$ cat config.mk
export PLATFORM = sky130hd
export DESIGN_NAME = truth_table_sweeper
export DESIGN_NICKNAME = d
export VERILOG_FILES = /design/src/rtl/truth_table_sweeper.sv
export SDC_FILE = /design/constraint.sdc
export NUM_CORES = 1
export LEC_CHECK = 0
export BUFFER_PORTS_ARGS = -buffer_cell sky130_fd_sc_hd__buf_2
export CORE_MARGIN = 1
export CORE_UTILIZATION = 48
export CTS_BUF_LIST = sky130_fd_sc_hd__clkbuf_4 sky130_fd_sc_hd__clkbuf_8 sky130_fd_sc_hd__clkbuf_16
export CTS_CLUSTER_SIZE = 12
export DETAILED_ROUTE_END_ITERATION = 7
export GPL_TIMING_DRIVEN = 0
export PLACE_DENSITY = 0.73
export SLEW_MARGIN = 10
export SYNTH_ARGS = -nofsm -noshare
export SYNTH_HDL_FRONTEND = slang
export SYNTH_SLANG_ARGS = --single-unit
$ cat constraint.sdc
create_clock -name clk -period 3.5 [get_ports clk]
set_input_delay 0.175 -clock clk [delete_from_list [all_inputs] [get_ports clk]]
set_output_delay 0.175 -clock clk [all_outputs]
set_load 0.02 [all_outputs]
$ cat src/rtl/truth_table_sweeper.sv
// Sweeps a combinational function under test through every input combination
// and captures its truth table and minterm count.
module truth_table_sweeper #(
  parameter int N_IN   = 3,
  parameter int SETTLE = 2
) (
  input  logic                 clk,
  input  logic                 rst,
  input  logic                 start,
  input  logic                 f_in,
  output logic [N_IN-1:0]      vec_out,
  output logic                 busy,
  output logic                 done,
  output logic [2**N_IN-1:0]   table_out,
  output logic [N_IN:0]        ones_cnt,
  output logic [1:0]           state_dbg
);

  // start is a level request with no ready: it is accepted only in IDLE, busy
  // rises on the following cycle, and done pulses once when the result is final.

  localparam int CW = (SETTLE > 1) ? $clog2(SETTLE) : 1;
  localparam logic [CW-1:0] SETTLE_LAST = CW'(SETTLE - 1);

  typedef enum logic [1:0] {
    S_IDLE   = 2'd0,
    S_DRIVE  = 2'd1,
    S_SAMPLE = 2'd2,
    S_DONE   = 2'd3
  } state_t;

  state_t        state, state_nxt;
  logic [CW-1:0] settle_cnt;
  logic          last_vec;

  assign last_vec  = &vec_out;
  assign busy      = (state == S_DRIVE) || (state == S_SAMPLE);
  assign done      = (state == S_DONE);
  assign state_dbg = state;

  always_ff @(posedge clk or posedge rst) begin
    if (rst) state <= S_IDLE;
    else     state <= state_nxt;
  end

  always_comb begin
    state_nxt = state;
    case (state)
      S_IDLE:   if (start) state_nxt = S_DRIVE;
      S_DRIVE:  if (settle_cnt == SETTLE_LAST) state_nxt = S_SAMPLE;
      S_SAMPLE: state_nxt = last_vec ? S_DONE : S_DRIVE;
      S_DONE:   state_nxt = S_IDLE;
      default:  state_nxt = S_IDLE;
    endcase
  end

  always_ff @(posedge clk or posedge rst) begin
    if (rst) begin
      vec_out    <= '0;
      table_out  <= '0;
      ones_cnt   <= '0;
      settle_cnt <= '0;
    end else begin
      case (state)
        S_IDLE: begin
          if (start) begin
            vec_out    <= '0;
            table_out  <= '0;
            ones_cnt   <= '0;
            settle_cnt <= '0;
          end
        end
        S_DRIVE: settle_cnt <= settle_cnt + 1'b1;
        S_SAMPLE: begin
          table_out[vec_out] <= f_in;
          ones_cnt           <= ones_cnt + (N_IN+1)'(f_in);
          // The sweep stops at all-ones; vec_out never wraps back to zero.
          if (!last_vec) begin
            vec_out    <= vec_out + 1'b1;
            settle_cnt <= '0;
          end
        end
        default: ;
      endcase
    end
  end

endmodule

After elaboration in Yosys (flattened, before gate mapping)
Cells that the tools add are included.
{"block": "totals", "register_bits": 18, "in_bits": 4, "out_inout_bits": 19, "elab_cells": 43}
{"block": "classes", "add_sub_neg": 3, "order_cmp": 2, "eq_ne": 6, "mux": 17, "reduce_logical": 10}
{"operator": "$pmux 8 s2", "n": 1}
{"operator": "$reduce_and 3->1", "n": 3}
{"operator": "$bwmux 8", "n": 1}
{"operator": "$mux 8", "n": 1}
{"operator": "$pmux 2 s4", "n": 1}
{"operator": "$pmux 4 s2", "n": 1}
{"operator": "$mux 2", "n": 3}
{"operator": "$mux 3", "n": 2}
{"operator": "$ne 2x2->1 const B", "n": 3}
{"operator": "$pmux 3 s2", "n": 1}
{"operator": "$add 4x1->4", "n": 1}
{"operator": "$eq 2x2->1 const B", "n": 2}
{"operator": "$lt 3x4->1 const B", "n": 1}
{"operator": "$mux 4", "n": 1}
{"operator": "$reduce_and 2->1", "n": 2}
{"operator": "$add 3x1->3 const B", "n": 1}
{"operator": "$demux 1 s3", "n": 1}
{"operator": "$ge 3x1->1 const B", "n": 1}
{"operator": "$mux 1", "n": 3}
{"operator": "$pmux 1 s3", "n": 1}
{"operator": "$reduce_bool 3->1", "n": 1}
{"operator": "$eq 2x1->1 const B", "n": 1}
{"operator": "$logic_not 2->1", "n": 1}
{"operator": "$reduce_bool 2->1", "n": 1}
{"operator": "3 further kinds", "n": 3}

Depth between registers and ports, before layout
Gate-level depths: netlist of run 1.
{"block": "logic_depth", "ltp_word": 6, "ltp_mapped": 6}

Worst setup path before layout of run 1
OpenSTA, ideal clock, no wires.
{"block": "synth_path", "path_kind": "reg-to-reg", "from": "reg state[0], in the netlist state_dbg[0]", "to": "reg ones_cnt[3]", "setup_ns": 0.110, "arrival_ns": 1.606, "t_required_ns": 3.390, "slack_ns": 1.784, "stages_incl_launch_ff": 7, "path_buffers": 1, "path_cell_list": "dfrtp_1 > inv_1 > ha_1 > mux2i_4 > buf_6 > a22oi_1 > o41ai_1"}
{"block": "synth_via", "elab_chain_cells": 3, "word_cells_on_any_way": 6, "classes_between": "eq/ne: 2; mux: 1; reduce/logical: 3"}
{"item": "start, declared", "line": "32", "text": "state_t state, state_nxt;"}
{"item": "start signal, assigned", "line": "43", "text": "else state <= state_nxt;"}
{"item": "$eq 2x2->1 or $logic_not 2->1 (tied branches)", "line": "64", "text": "case (state)"}
{"item": "$reduce_bool 2->1 (no source line) or $ne 2x2->1 (tied branches)"}
{"item": "$reduce_and 2->1 (no source line)"}
{"item": "end signal, assigned", "line": "76", "text": "ones_cnt <= ones_cnt + (N_IN+1)'(f_in);"}
{"item": "end, declared", "line": "15", "text": "output logic [N_IN:0] ones_cnt,"}
Parallel ways exist; a longest one is shown, timed or not.
A chain may end at the register's enable or synchronous reset.

Worst setup path in the final report of run 1
{"block": "layout_path", "from": "reg state[1], in the netlist state_dbg[1]", "to": "reg ones_cnt[3]"}
The elaborated chain is that of the path after synthesis.

==> results.txt, run 1 <==
----------------------------------------------------
[Timing]
  Minimum clock period ... about 1.8 ns
  Max_slew headroom ... 54.68%
  Max-slew violation total from the final report ... 0
  Total setup violations reported at the end of the flow ... 0
  Worst hold-check slack ... 0.2838 ns
  Summed negative setup slack over all endpoints ... 0 ns
  Fin Clk Skew ... about 0.0095 ns
  Slew at the pin closest to its max-slew limit ... 0.6791 ns
  Highest clock frequency the design can meet ... 0.5481 GHz
  Setup repair after global routing missed its margin ... no
  Final cycle utilization of the critical path ... a little over half
  Final-report hold violation count ... 0

[Worst setup path]
  Startpoint Class ... flop
  Required @ worst endpoint ... around 3.7 ns
  Endpoint type of the worst setup path ... flop
  Crit Path Class ... reg2reg
  Arr. time, crit path ... 2.01 ns
  Maximum fanout encountered on the critical timing path ... 10

[Power and ir drop]
  Power consumption ... around 1.1 mW
  Worst VDD drop ... 0.6894 mV
  Cell leakage power ... between 0.5 and 0.6 nW
  Power per unit of standard cell area ... about 850 nW/um2

[Route]
  Wire length per cell ... between 10 and 15 um
  Final wirelength ... ~2100 um
  Detailed Route Iter0 Violations ... 11
  Via total after detailed routing ... 838
  Number of detailed-routing iterations run before antenna repair ... 4
  Vias per Instance ... about 5.5
  Remaining DRCs ... 0
  Post-detailed-route count of antenna-violating nets ... 0

[Synth]
  Cell area after synthesis ... roughly 1100 um2
  Synth unique cells ... 32
  Syn Inst Count ... 97
  Yosys Warn Count ... 0
  Syn Area/Cell ... 10.86 um2
  Post-synthesis sequential area ratio ... between 40% and 50%
  Syn Nets ... ~110
  Synthesis-stage register bit count ... 18

[Clocking]
  # clock sinks ... 18
  Total of hold buffers inserted after clock tree synthesis ... 1
  Clock Path Buffers ... 2
  Post-CTS setup repair buffer count ... 0
  Clock H-tree levels ... 1
  Source-to-sink clock delay at the later pin of the worst-skew pair ... about 0.29 ns
  Root Buffer Master ... clkbuf_4
  Clock slew at reported path FFs ... 0.12 ns
  Number of buffers created by CTS ... 3
  TritonCTS clock tree ... done
  Resized cells post-CTS ... 0

[Placed design]
  Routability congestion estimate from global placement ... 0.7491
  Number of input and output port buffers inserted ... 22
  Final HPWL from detailed placement ... 1547 um

[GRT]
  Initial antenna violation count ... 0
  Largest net degree at the start of global routing ... 19
  GRT Overall Usage ... between 10% and 20%
  Overflow after GRT ... 0
  First-pass GRT wire length ... 3608 um
  Vias in the first global route ... 830

[Outcome]
  Run status ... finished, final reports clean

[Floorplan]
  Total die area ... about 2400 um2
  Height of the die ... ~50 um
  I/O pin count ... 23
  Placeable core region ... 2022 um2
  Effective utilization at floorplan ... between 50% and 60%
  Std cell rows ... 16
  Die Width ... 48.85 um

[Finish]
  Final #Nets ... 137
  Filler Cell Count ... 170
  Layout cells sized above 1 ... a little over a quarter
  Count of antenna diodes in the layout ... 0
  Layout Area Growth over Synthesis ... 18.05%

[Flow run]
  Count of maximum capacitance violations ... 0

[Worst hold path]
  Min-Delay Path Class ... in2reg

----------------------------------------------------
==> layer usage <==
metal | up-vias | track usage [%] | routed length [um]
met1 | 402 | 25.50 | 973
met4 | 0 | 7.353 | 16
met2 | 17 | 32.41 | 1000
met5 | - | 0 | 0
met3 | 2 | 3.115 | 76
li1 | 417 | - | -
==> synth_stat cells, drive strengths merged <==
library cell / instances / share of area [%]
a211oi: 2 / 1.4
a21oi: 3 / 1.4
a22o: 1 / 0.83
a22oi: 3 / 2.1
a31oi: 1 / 0.59
a32o: 2 / 1.9
and2: 2 / 1.2
buf: 3 / 1.9
clkbuf: 2 / 0.71
dfrtp: 18 / 43
ha: 8 / 9.5
inv: 4 / 1.4
mux2: 1 / 1.1
mux2i: 5 / 5.9
nand2: 9 / 3.2
nand2b: 4 / 2.4
nand3: 2 / 0.95
nand3b: 3 / 2.1
nor2: 2 / 0.71
nor2b: 4 / 2.4
nor3: 1 / 0.47
nor4: 1 / 1.2
nor4b: 3 / 5.1
o211ai: 3 / 2.1
o21ai: 4 / 1.9
o311ai: 1 / 0.83
o31ai: 3 / 2.1
o41ai: 2 / 1.7
==> registers in the layout, indices dropped and copies added (netlist names) <==
name	cells
ones_cnt	4
settle_cnt	1
state_dbg	2
table_out	8
vec_out	3
==> metrics by stage <==
step | cell area, um2 | setup WS, ns | cells | util (%)
2_1_floorplan | 1054 | 1.784 | 97 | -
3_3_place_gp | 1197 | 1.748 | 146 | 59.22
3_5_place_dp | 1197 | 1.656 | 146 | 59.22
4_1_cts | 1244 | 1.652 | 151 | 61.51
5_1_grt | 1244 | 1.550 | 151 | 61.51
6_report | 1244 | 1.675 | 151 | 61.51
==> final cells by class <==
cell class / count / area [um2] / share of cell area, %
buffer: 5 / 27.53 / 2.213
clock buffer: 4 / 36.28 / 2.918
inverter: 4 / 15.01 / 1.207
multi-input combinational: 70 / 560.5 / 45.07
sequential: 18 / 450.4 / 36.22
tap: 27 / 33.78 / 2.716
timing repair buffer: 23 / 120.1 / 9.658
==> where the power goes <==
group	internal, mW	leakage, nW	switching, mW
Clock	0.0633	0.0210	0.0678
Sequential	0.270	0.241	0.0549
Combinational	0.228	0.325	0.375
Total	0.561	0.587	0.498
==> layout by cell type (no fill, tap or decap), types with 2 or more instances in the layout <==
cell type  count
o21ai_0        4
o211ai_1       3
ha_1           8
a32o_1         2
a211oi_1       2
nand2_1        9
clkbuf_4       3
inv_1          4
nor2_1         2
nor2b_1        4
o31ai_1        3
nand2b_1       4
and2_1         2
dfrtp_1       18
nand3_1        2
nor4b_2        2
clkbuf_1       2
a22oi_1        3
nand3b_1       3
mux2i_1        4
buf_2         23
o41ai_1        2
a21oi_1        3
==> worst max-delay path, cell delays in order, from the launching register on <==
cell and delay [ns]:
dfrtp_1 0.46, inv_1 0.10, ha_1 0.29, mux2i_4 0.50, buf_6 0.20, a22oi_1 0.09
o41ai_1 0.07
==> final timing paths <==
kind,start,endpoint,slack (ns),cells after the start
max in group asynchronous,rst,table_out[4]$_DFFE_PP0P_,2.55,3
max reg2reg,state_dbg[1]$_DFFE_PP0P_,ones_cnt[3]$_DFFE_PP0P_,1.68,6
max,state_dbg[1]$_DFFE_PP0P_,ones_cnt[3]$_DFFE_PP0P_,1.68,6
min in group asynchronous,rst,ones_cnt[0]$_DFFE_PP0P_,0.51,3
min,f_in,ones_cnt[0]$_DFFE_PP0P_,0.28,3
min reg2reg,settle_cnt$_DFFE_PP0P_,settle_cnt$_DFFE_PP0P_,0.52,1
==> logic make-up after synthesis <==
| group | synth area share [%] |
|---|---|
| fa+ha+maj | 9.502 |
| buf+inv | 4.037 |
| compound gates | 16.98 |
| mux | 7.007 |
| simple gates | 19.71 |
| flops | 42.76 |
(Power assumes the default switching activity.)
==> run 2, diff against run 1 <==
clock period = 1.9 ns   (was 3.5 ns; I/O delays follow)
==> run 2 against run 1 <==
Net effect: wire length grew 5.5%; global-route usage is the same; worst hold slack lost 0.086 ns; non-clock buffer count grew 4; critical path type unchanged; highest routed layer unchanged.
==> results.txt, run 2 (same netlist as run 1, synthesis figures left out) <==
----------------------------------------------------
[Outcome]
  Run status ... finished, final reports clean (unchanged)

[Timing]
  Final cycle utilization of the critical path ... 93.55% (was 52.13%)
  Highest clock frequency the design can meet ... 0.5626 GHz (was 0.5481 GHz)
  Worst hold-check slack ... 0.1978 ns (was 0.2838 ns)
  Summed negative setup slack over all endpoints ... 0 ns (unchanged)
  Max-slew violation total from the final report ... 0 (unchanged)
  Final-report hold violation count ... 0 (unchanged)
  Minimum clock period ... 1.777 ns (was 1.825 ns)
  PnR worst setup slack ... 0.1225 ns (was 1.675 ns)
  Slew at the pin closest to its max-slew limit ... 0.6836 ns (was 0.6791 ns)
  Max_slew headroom ... 54.38% (was 54.68%)
  Total setup violations reported at the end of the flow ... 0 (unchanged)
  Fin Clk Skew ... 0.009881 ns (was 0.009458 ns)

[Clocking]
  Clock slew at reported path FFs ... 0.12 ns (about the same)
  Source-to-sink clock delay at the later pin of the worst-skew pair ... 0.30 ns (was 0.29 ns)
  Root Buffer Master ... clkbuf_4 (unchanged)
  Clock Path Buffers ... 2 (unchanged)
  # clock sinks ... 18 (unchanged)
  Resized cells post-CTS ... 0 (unchanged)
  Clock H-tree levels ... 1 (unchanged)
  Number of buffers created by CTS ... 3 (unchanged)
  TritonCTS clock tree ... done (unchanged)

[Worst setup path]
  Critical path cell sequence ... inv_1 > ha_1 > mux2i_4 > buf_12 > nor4b_2 > mux2i_1 (was inv_1 > ha_1 > mux2i_4 > buf_6 > a22oi_1 > o41ai_1)
  Worst path buffer plus inverter count ... 2 (unchanged)
  Slowest cell on the critical path ... dfrtp_1 (was mux2i_4)
  Kind of cell with the highest combined delay on the critical path ... multiplexers (unchanged)
  Crit Path Class ... reg2reg (unchanged)
  Launching instance or port of the critical path ... state_dbg[0]$_DFFE_PP0P_ (was state_dbg[1]$_DFFE_PP0P_)
  End of the worst register-to-register path ... table_out[1]$_DFFE_PP0P_ (was ones_cnt[3]$_DFFE_PP0P_)
  Endpoint type of the worst setup path ... flop (unchanged)
  Worst path max stage delay ... 0.44 ns (was 0.50 ns)
  Maximum fanout encountered on the critical timing path ... 8 (was 10)
  Required @ worst endpoint ... 2.12 ns (was 3.69 ns)
  Startpoint Class ... flop (unchanged)
  Reg2reg setup slack ... 0.12 ns (was 1.68 ns)
  R2R cell count ... 6 (unchanged)
  Arr. time, crit path ... 1.99 ns (was 2.01 ns)
  Origin of the critical flop-to-flop path ... state_dbg[0]$_DFFE_PP0P_ (was state_dbg[1]$_DFFE_PP0P_)

[Finish]
  Post-route standard cell area excluding fillers ... 1286 um2 (was 1244 um2)
  Count of antenna diodes in the layout ... 0 (unchanged)
  Commonest non-fill, non-tap cells in the layout ... buf_2 (23), dfrtp_1 (18), nand2_1 (9) (unchanged)
  Final #Nets ... 141 (was 137)
  Layout cells sized above 1 ... 28.91% (was 26.61%)
  Largest registers ranked by flip-flop count ... table_out (8), ones_cnt (4), vec_out (3) (unchanged)
  Layout Area Growth over Synthesis ... 22.09% (was 18.05%)
  Most common library cell in the layout ignoring fill and taps ... buf_2 (unchanged)
  Flip-flop count of the largest register, all copies and words added ... 8 (unchanged)
  Largest register by flop count ... table_out (unchanged)

[Power and ir drop]
  Cell leakage power ... 0.6099 nW (was 0.5869 nW)
  Power consumption ... 2.062 mW (was 1.059 mW)
  Worst VDD drop ... 1.224 mV (was 0.6894 mV)
  Power per unit of standard cell area ... 1603 nW/um2 (was 851.5 nW/um2)

[Placed design]
  Area of placed instances ... 1197 um2 (unchanged)
  Routability congestion estimate from global placement ... 0.7491 (unchanged)
  Number of input and output port buffers inserted ... 22 (unchanged)
  Final HPWL from detailed placement ... 1547 um (unchanged)
  Post-placement worst setup slack ... 0.05648 ns (was 1.656 ns)

[GRT]
  Largest net degree at the start of global routing ... 19 (unchanged)
  Overflow after GRT ... 0 (unchanged)
  Vias in the first global route ... 830 (unchanged)
  Initial antenna violation count ... 0 (unchanged)
  First-pass GRT wire length ... 3608 um (unchanged)
  GRT Overall Usage ... 19.51% (unchanged)

[Route]
  Vias per Instance ... 5.626 (was 5.550)
  Detailed Route Iter0 Violations ... 8 (was 11)
  Post-detailed-route count of antenna-violating nets ... 0 (unchanged)
  Remaining DRCs ... 0 (unchanged)
  Final wirelength ... 2179 um (was 2066 um)
  Via total after detailed routing ... 872 (was 838)
  Wire length per cell ... 14.06 um (was 13.68 um)
  Number of detailed-routing iterations run before antenna repair ... 4 (unchanged)

[Floorplan]
  Placeable core region ... 2022 um2 (unchanged)
  Std cell rows ... 16 (unchanged)
  Total die area ... 2386 um2 (unchanged)
  I/O pin count ... 23 (unchanged)
  Height of the die ... 48.85 um (unchanged)
  Effective utilization at floorplan ... 52.10% (unchanged)
  Die Width ... 48.85 um (unchanged)

[Flow run]
  Count of maximum capacitance violations ... 0 (unchanged)

[Worst hold path]
  Min-Delay Path Class ... in2reg (unchanged)
  Origin of the worst min-delay path ... f_in (unchanged)
  Number of cells on the worst hold path ... 3 (unchanged)
  Hold worst-path end ... ones_cnt[0]$_DFFE_PP0P_ (unchanged)

----------------------------------------------------
-- run 2: layout make-up --
cell class                      instances  area, um2
Buffer                                  5      27.53
Timing Repair Buffer                   27      162.7
Tap cell                               27      33.78
Clock buffer                            4      36.28
Multi-Input combinational cell         70      560.5
Inverter                                4      15.01
Sequential cell                        18      450.4
Fill cell                             166      735.7
-- run 2: power breakdown --
| group | switching [mW] | internal (mW) | leakage [nW] |
|---|---|---|---|
| logic | 0.720 | 0.499 | 0.348 |
| clock network | 0.127 | 0.117 | 0.0210 |
| registers | 0.101 | 0.498 | 0.241 |
-- run 2: stage by stage --
stage          std cells  utilization, %
5_1_grt              155           63.61
3_5_place_dp         146           59.22
2_1_floorplan         97               -
6_report             155           63.61
3_3_place_gp         146           59.22
4_1_cts              151           61.51
-- run 2: per-layer routing --
metal	part of all wire (%)	GRT usage (%)
met5	0	0
met4	1.1	7.353
met3	3.4	3.115
met2	49	32.41
met1	46	25.50
-- run 2: worst max-delay path by stage --
stage               slack [ns]  cells past startpoint                       end
finish                    0.12                      6  table_out[1]$_DFFE_PP0P_
global route             -0.01                      6  table_out[2]$_DFFE_PP0P_
CTS                       0.05                      6   ones_cnt[3]$_DFFE_PP0P_
detailed placement        0.06                      6   ones_cnt[3]$_DFFE_PP0P_
global placement          0.15                      6    vec_out[0]$_DFFE_PP0P_
floorplan                 0.18                      6   ones_cnt[3]$_DFFE_PP0P_
-- run 2: worst register-to-register path, delay by kind of cell, from the launching register on --
family	cells	cell delay, ns
buf+inv	2	0.25
simple gates	1	0.24
flops	1	0.44
mux	2	0.47
fa+ha+maj	1	0.30
-- run 2: what timing repair did --
action / in CTS / in global routing
setup buffers: 0 / 4
setup endpoints to repair: 0 / 4
hold buffers: 1 / 0
hold endpoints to repair: 18 / 0
==> run 3, diff against run 2 <==
CORE_UTILIZATION = 47   (was 48)
PLACE_DENSITY = 0.74   (was 0.73)
clock period = 1.44 ns   (was 1.9 ns; I/O delays follow)
==> run 3 against run 2 <==
Net effect: the flow now finishes with violations (setup timing); clock power grew 30%; clock-buffer cell count is the same; setup slack lost 0.19 ns; sequential power grew 31%; via count shrank 0.34%; total power grew 47%; critical path type unchanged; critical endpoint is now table_out[4]$_DFFE_PP0P_; highest routed layer unchanged.
==> results.txt, run 3 (same netlist as run 1, synthesis figures left out) <==
----------------------------------------------------
[Floorplan]
  Effective utilization at floorplan ... 51.59% (was 52.10%)
  I/O pin count ... 23 (unchanged)
  Std cell rows ... 16 (unchanged)
  Die Width ... 49.35 um (was 48.85 um)
  Placeable core region ... 2042 um2 (was 2022 um2)
  Total die area ... 2435 um2 (was 2386 um2)
  Height of the die ... 49.35 um (was 48.85 um)

[Worst setup path]
  Required @ worst endpoint ... 1.67 ns (was 2.12 ns)
  Maximum fanout encountered on the critical timing path ... 9 (was 8)
  Crit Path Class ... reg2reg (unchanged)
  Kind of cell with the highest combined delay on the critical path ... multiplexers (unchanged)
  Slowest cell on the critical path ... dfrtp_2 (was dfrtp_1)
  Endpoint type of the worst setup path ... flop (unchanged)
  Worst path max stage delay ... 0.40 ns (was 0.44 ns)
  Startpoint Class ... flop (unchanged)
  Arr. time, crit path ... 1.73 ns (was 1.99 ns)
  Critical path cell sequence ... inv_2 > ha_4 > mux2i_4 > buf_12 > nor4b_4 > mux2i_1 (was inv_1 > ha_1 > mux2i_4 > buf_12 > nor4b_2 > mux2i_1)
  Worst path buffer plus inverter count ... 2 (unchanged)

[Finish]
  Layout Area Growth over Synthesis ... 35.39% (was 22.09%)
  Layout cells sized above 1 ... 48.06% (was 28.91%)
  Most common library cell in the layout ignoring fill and taps ... buf_2 (unchanged)
  Post-route standard cell area excluding fillers ... 1426 um2 (was 1286 um2)
  Largest register by flop count ... table_out (unchanged)
  Combined area of the multi-input logic cells ... 678.2 um2 (was 560.5 um2)
  Count of antenna diodes in the layout ... 0 (unchanged)
  Flip-flop count of the largest register, all copies and words added ... 8 (unchanged)
  Largest registers ranked by flip-flop count ... table_out (8), ones_cnt (4), vec_out (3) (unchanged)
  Final #Nets ... 142 (was 141)
  Area of all sequential standard cells ... 455.4 um2 (was 450.4 um2)
  Commonest non-fill, non-tap cells in the layout ... buf_2 (23), dfrtp_1 (14), nand2_1 (7) (was buf_2 (23), dfrtp_1 (18), nand2_1 (9))
  Filler Cell Count ... 172 (was 166)

[Timing]
  Total setup violations reported at the end of the flow ... 7 (was 0)
  Worst hold-check slack ... 0.1687 ns (was 0.1978 ns)
  Max_slew headroom ... 52.71% (was 54.38%)
  PnR worst setup slack ... -0.06921 ns (was 0.1225 ns)
  Final cycle utilization of the critical path ... 104.8% (was 93.55%)
  Highest clock frequency the design can meet ... 0.6626 GHz (was 0.5626 GHz)
  Fin Clk Skew ... 0.001873 ns (was 0.009881 ns)
  Setup repair after global routing missed its margin ... yes
  Minimum clock period ... 1.509 ns (was 1.777 ns)
  Max-slew violation total from the final report ... 0 (unchanged)
  Slew at the pin closest to its max-slew limit ... 0.7086 ns (was 0.6836 ns)
  Final-report hold violation count ... 0 (unchanged)

[Flow run]
  Count of maximum capacitance violations ... 0 (unchanged)

[Placed design]
  Area of placed instances ... 1245 um2 (was 1197 um2)
  Routability congestion estimate from global placement ... 0.7417 (was 0.7491)
  Number of input and output port buffers inserted ... 22 (unchanged)
  Final HPWL from detailed placement ... 1500 um (was 1547 um)

[Clocking]
  Clock slew at reported path FFs ... 0.11 ns (was 0.12 ns)
  Clock H-tree levels ... 1 (unchanged)
  Root Buffer Master ... clkbuf_4 (unchanged)
  Number of buffers created by CTS ... 3 (unchanged)
  TritonCTS clock tree ... done (unchanged)
  Clock Path Buffers ... 2 (unchanged)
  # clock sinks ... 18 (unchanged)
  Source-to-sink clock delay at the later pin of the worst-skew pair ... 0.29 ns (was 0.30 ns)

[GRT]
  First-pass GRT wire length ... 3974 um (was 3608 um)
  Vias in the first global route ... 906 (was 830)
  Largest net degree at the start of global routing ... 19 (unchanged)
  Initial antenna violation count ... 0 (unchanged)
  Overflow after GRT ... 0 (unchanged)
  GRT Overall Usage ... 21.15% (was 19.51%)

[Route]
  Final wirelength ... 2353 um (was 2179 um)
  Remaining DRCs ... 0 (unchanged)
  Vias per Instance ... 5.571 (was 5.626)
  Detailed Route Iter0 Violations ... 14 (was 8)
  Number of detailed-routing iterations run before antenna repair ... 4 (unchanged)
  Wire length per cell ... 15.08 um (was 14.06 um)
  Via total after detailed routing ... 869 (was 872)
  Post-detailed-route count of antenna-violating nets ... 0 (unchanged)

[Power and ir drop]
  Cell leakage power ... 0.6430 nW (was 0.6099 nW)
  Power per unit of standard cell area ... 2130 nW/um2 (was 1603 nW/um2)
  Worst VDD drop ... 1.468 mV (was 1.224 mV)
  Power consumption ... 3.038 mW (was 2.062 mW)

[Outcome]
  Violations in the final reports ... setup timing
  Run status ... finished with violations (was finished, final reports clean)

[Worst hold path]
  Min-Delay Path Class ... in2reg (unchanged)

----------------------------------------------------
-- run 3: where the power goes --
group          total (mW)  internal [mW]  switching (mW)
Sequential          0.784          0.667           0.118
Clock               0.317          0.154           0.163
Combinational        1.94          0.818            1.12
Total                3.04           1.64            1.40
-- run 3: what timing repair did --
| item | 4_1_cts | 5_1_grt |
|---|---|---|
| resized for setup | 11 | 6 |
| buffers inserted | 5 | 0 |
| hold buffers | 1 | 0 |
| hold endpoints to repair | 18 | 0 |
| pin swaps | 1 | 1 |
| setup endpoints to repair | 16 | 12 |
-- run 3: path summary, 6_finish.rpt --
kind / startpoint / end / slack [ns] / cells after the start
max: state_dbg[1]$_DFFE_PP0P_ / table_out[4]$_DFFE_PP0P_ / -0.07 / 6
min: f_in / table_out[6]$_DFFE_PP0P_ / 0.17 / 3
max reg2reg: state_dbg[1]$_DFFE_PP0P_ / table_out[4]$_DFFE_PP0P_ / -0.07 / 6
min reg2reg: table_out[6]$_DFFE_PP0P_ / table_out[6]$_DFFE_PP0P_ / 0.53 / 2
max in group asynchronous: rst / state_dbg[1]$_DFFE_PP0P_ / 0.52 / 3
min in group asynchronous: rst / ones_cnt[1]$_DFFE_PP0P_ / 0.43 / 3
-- run 3: cell type report --
type                            count  area share [%]
Timing Repair Buffer               28           11.93
Multi-Input combinational cell     70           47.54
Buffer                              5           2.632
Sequential cell                    18           31.93
Clock buffer                        4           2.544
Inverter                            4           1.053
Tap cell                           27           2.368
-- run 3: metrics by stage --
stage	setup WS (ns)	utilization, %	cells	TNS, ns
floorplan	-0.09199	-	97	-0.7618
CTS	-0.07689	68.32	156	-0.3683
global route	-0.1682	69.85	156	-0.9458
global placement	-0.1588	60.97	146	-1.991
finish	-0.06921	69.85	156	-0.2824
detailed placement	-0.1955	60.97	146	-2.264
-- run 3: tightest hold or removal path, delay by kind of cell --
kind	cells	cell delay (ns)
AOI/OAI and AO/OA	1	0.09
buffers and inverters	1	0.12
and+or+nand+nor	1	0.15
-- run 3: layer usage --
layer / vias to the layer above / GRT usage (%) / wire, um
li1: 422 / - / -
met1: 420 / 26.57 / 1054
met2: 25 / 36.07 / 1191
met4: 0 / 7.353 / 21
met3: 2 / 3.738 / 85
met5: - / 0 / 0
